## src/rtl/mux2_1_3bits.sv

```systemverilog
// mux2_1_3bits: 2:1 select for narrow datapath fields (e.g. register
// addresses), with a registered copy of the result and of the select for
// multi-cycle control paths and debug observation.
module mux2_1_3bits #(
  parameter int unsigned WIDTH = 3
) (
  input  logic             Clock,
  input  logic             Reset,
  input  logic [WIDTH-1:0] I0,
  input  logic [WIDTH-1:0] I1,
  input  logic             S,
  output logic [WIDTH-1:0] Output,
  output logic [WIDTH-1:0] Output_r,
  output logic             S_r
);

  logic [WIDTH-1:0] sel;

  // Zero-latency select; independent of Clock and Reset.
  always_comb begin
    sel = S ? I1 : I0;
  end

  assign Output = sel;

  // Pipeline copy of the selected value and the select; reset clears both at once.
  always_ff @(posedge Clock or posedge Reset) begin
    if (Reset) begin
      Output_r <= '0;
      S_r      <= 1'b0;
    end else begin
      Output_r <= sel;
      S_r      <= S;
    end
  end

endmodule

```

## config.mk

```make
export PLATFORM = sky130hd
export DESIGN_NAME = mux2_1_3bits
export DESIGN_NICKNAME = d
export VERILOG_FILES = /design/src/rtl/mux2_1_3bits.sv
export SDC_FILE = /design/constraint.sdc
export NUM_CORES = 1
export LEC_CHECK = 0
export ABC_CLOCK_PERIOD_IN_PS = 800
export BUFFER_PORTS_ARGS = -buffer_cell sky130_fd_sc_hd__buf_2
export CAP_MARGIN = 20
export CORE_AREA = 4 4 41 43
export DETAILED_ROUTE_END_ITERATION = 10
export DIE_AREA = 0 0 45 47
export GPL_TIMING_DRIVEN = 0
export SLEW_MARGIN = 30
export SYNTH_ARGS = -nofsm -noshare
export SYNTH_HDL_FRONTEND = slang
export SYNTH_SLANG_ARGS = --single-unit
```

## constraint.sdc

```tcl
create_clock -name Clock -period 0.8 [get_ports Clock]
set_input_delay 0.04 -clock Clock [delete_from_list [all_inputs] [get_ports Clock]]
set_output_delay 0.04 -clock Clock [all_outputs]
set_load 0.02 [all_outputs]
```

* Word level (Yosys, flattened, before mapping)
Cells that the tools add are included.
Widths: inputs -> output; s select.
** Cells by class
- Multiplexer cells :: 1
** Operator list (number)
- $mux 3 :: 1
** Storage, ports and cells
- Register bits after elaboration :: 4
- Input bits :: 9
- Output and inout bits :: 7
- Word-level logic and storage cells :: 3

* Longest topological paths before layout
- Depth after elaboration :: 1
- Depth in mapped cells :: 1
- Mapped depth without buffers :: 1

* Worst setup path before layout
No wires, ideal clock.
- Kind :: input to register
- Start point :: input S
- End point :: register Output_r[0]
- Setup time :: 0.148 ns
- Data arrival time :: 0.410 ns
- Required time :: 0.652 ns
- Setup slack :: 0.242 ns
- Stages :: 1
- Path buffers :: 0
- Path through :: mux2_2
** On the way
- Longest elaborated chain between the ends :: 1
** RTL lines
- start, declared :: line 11 : input logic S,
- $mux 3 :: line 21 : sel = S ? I1 : I0;
- end signal, assigned :: line 32 : Output_r <= sel;
- end, declared :: line 13 : output logic [WIDTH-1:0] Output_r,
No other way between the ends.

* Worst setup path in the final report
- Start point :: register Output_r[1]
- End point :: output Output_r[1]
No word-level cell between the ends.

==> metrics <==
Post-synth EDFFs=0; Slew @ Worst Pin=0.138 ns; vias in the first global route=148; most numerous cell in the Yosys netlist=dfrtp_1; post-synthesis average cell area=17.2 um^2; HP Start=I1[1]; minimum clock period=0.774 ns; Slew headroom=0.908; drt wl/cell=9.28 um; fin nets=39; DRT antenna net count=0; Final period util=0.967; worst hold slack=~0.064 ns; sequential fraction of the synthesis area=0.727; post-CTS setup buffer count=0; vias per inst=3.02; Post-Syn Area=138 um^2; io pins=16; drt total wl=399 um; TritonRoute pass-1 iters=1; H-tree Lvls=1; Leak Pwr=0.147 nW; area share of the largest cell type after synthesis=0.727; initial antenna violation count=0; CTS tree=built; routability congestion estimate=0.687; WP data arrival=0.73 ns; Final WS setup=around 0.026 ns; Yosys cell types=3; # clock sinks=4; largest area contributor in the netlist=dfrtp_1; drt initial violations=0; Seq pwr share=0.386; Synth top cells by count=dfrtp_1 (4), mux2_2 (3), inv_1 (1); WS Path Type=reg -> out; status=finished clean; Initial Util=0.106; post-synth net total=17; Setup Slack @ Placement=0.0746 ns; pwr dens=2040 nW/um^2; via count=130; grt ovf=0; die area=between 2000 and 2500 um^2; crit path max-delay cell type=dfrtp_1; multi-input logic area=33.8 um^2; Row Count=13; final slew viol count=0; Post-Synthesis Cells=8; Fillers=152; first-pass GRT wire length=627 um; dpl cell area=231 um^2; clk root buf=clkbuf_4; critical path required time=~0.76 ns; crit-path max cell delay=0.35 ns; Startpoint Class=register; delay-heaviest family, CP=flip-flops; Sum Neg Setup Slack=0 ns; Buf/Inv on CP=1; maxcap violations=0; Combinational Power Share=0.199; hold path cells=2; Worst Hold Path EP=Output_r[1]; final core occ=0.215; Yosys reg bits=4; crit path max fanout=1; layout cells sized above 1=0.750; NetSw=0.135 mW; fmax=roughly 1.3 GHz; Setup violations, final=0; clk slew on worst S/H paths=0.04 ns; asr flop ratio synth=1.00; area added between synthesis and finish=104%; switching part of the total power=0.236; synth warn=0; peak supply drop=422 uV; clock power share=0.415; top cells by area, synth=dfrtp_1 (73%), mux2_2 (25%), inv_1 (2.7%); Pint=between 0.4 and 0.5 mW; Post-route DRC=0; post-route cell area=approximately 280 um^2; Port Buf Inserts=15; # diodes=0; core area=roughly 1300 um^2; chip height=47 um; Clock Path Buffers=2; GR Util All Layers=0.0516; final hold vios=0; CP Cell Sequence=buf_2; HP Class=in -> reg; Reg area=100 um^2; ys flop type=dfrtp_1; Inserted Clock Buffers=3; die width=45 um; RSZ-0062 raised after global routing=no; Setup crit end kind=output pin; pin count of the biggest net entering global routing=5
[per-stage QoR]
stage,power [mW],cells
floorplan,0.278,8
global placement,0.326,38
detailed placement,0.326,38
CTS,0.587,43
global route,0.622,43
finish,0.573,43
[cell usage in the layout, fill, tap and decap left out, drive strengths merged]
cell type and instances:
clkbuf 3, dlygate4sd3 2, mux2 3, buf 15, inv 1, dfrtp 4
[sequential cells by signal, summed over array words and instances, names as in the netlist]
signal,flops
Output_r,3
S_r,1
[cells by family after synthesis]
group	Yosys count	synth area share
muxes	3	0.245
buffers and inverters	1	0.0272
DFF	4	0.727
[layout make-up]
type,instances,area share
clock buffer,3,0.0804
multi-input combinational,3,0.121
inverter,1,0.0134
tap,15,0.0670
timing repair buffer,17,0.362
sequential,4,0.357
[worst max-delay path by stage]
stage | startpoint | to | slack [ns] | depth (start not counted)
6_report | Output_r[1] | Output_r[1] | 0.03 | 1
5_1_grt | Output_r[1] | Output_r[1] | 0.002 | 1
4_1_cts | Output_r[1] | Output_r[1] | 0.01 | 1
3_5_place_dp | S | Output[0] | 0.07 | 3
3_3_place_gp | S | Output[1] | 0.08 | 3
2_1_floorplan | S | Output_r[0] | 0.24 | 1
[power groups by stage]
stage / logic, mW / registers (mW) / clock network, mW
2_1_floorplan: 0.0352 / 0.243 / 0
3_3_place_gp: 0.103 / 0.223 / 0
3_5_place_dp: 0.104 / 0.223 / 0
4_1_cts: 0.112 / 0.220 / 0.256
5_1_grt: 0.125 / 0.222 / 0.275
6_report: 0.114 / 0.221 / 0.238
[what timing repair did]
item,in CTS,in global routing
gates resized for setup,0,2
hold buffers,2,0
setup endpoints to repair,0,1
endpoints found under the hold margin,5,0
[routing by layer]
metal,routed length [um],part of all wire,up-vias,track usage
met5,0,0,-,0
met4,0,0,0,0.0526
met3,94,0.24,0,0.0575
met2,125,0.31,14,0.0537
met1,180,0.45,49,0.0507
li1,-,-,67,-
(Power assumes the default switching activity.)
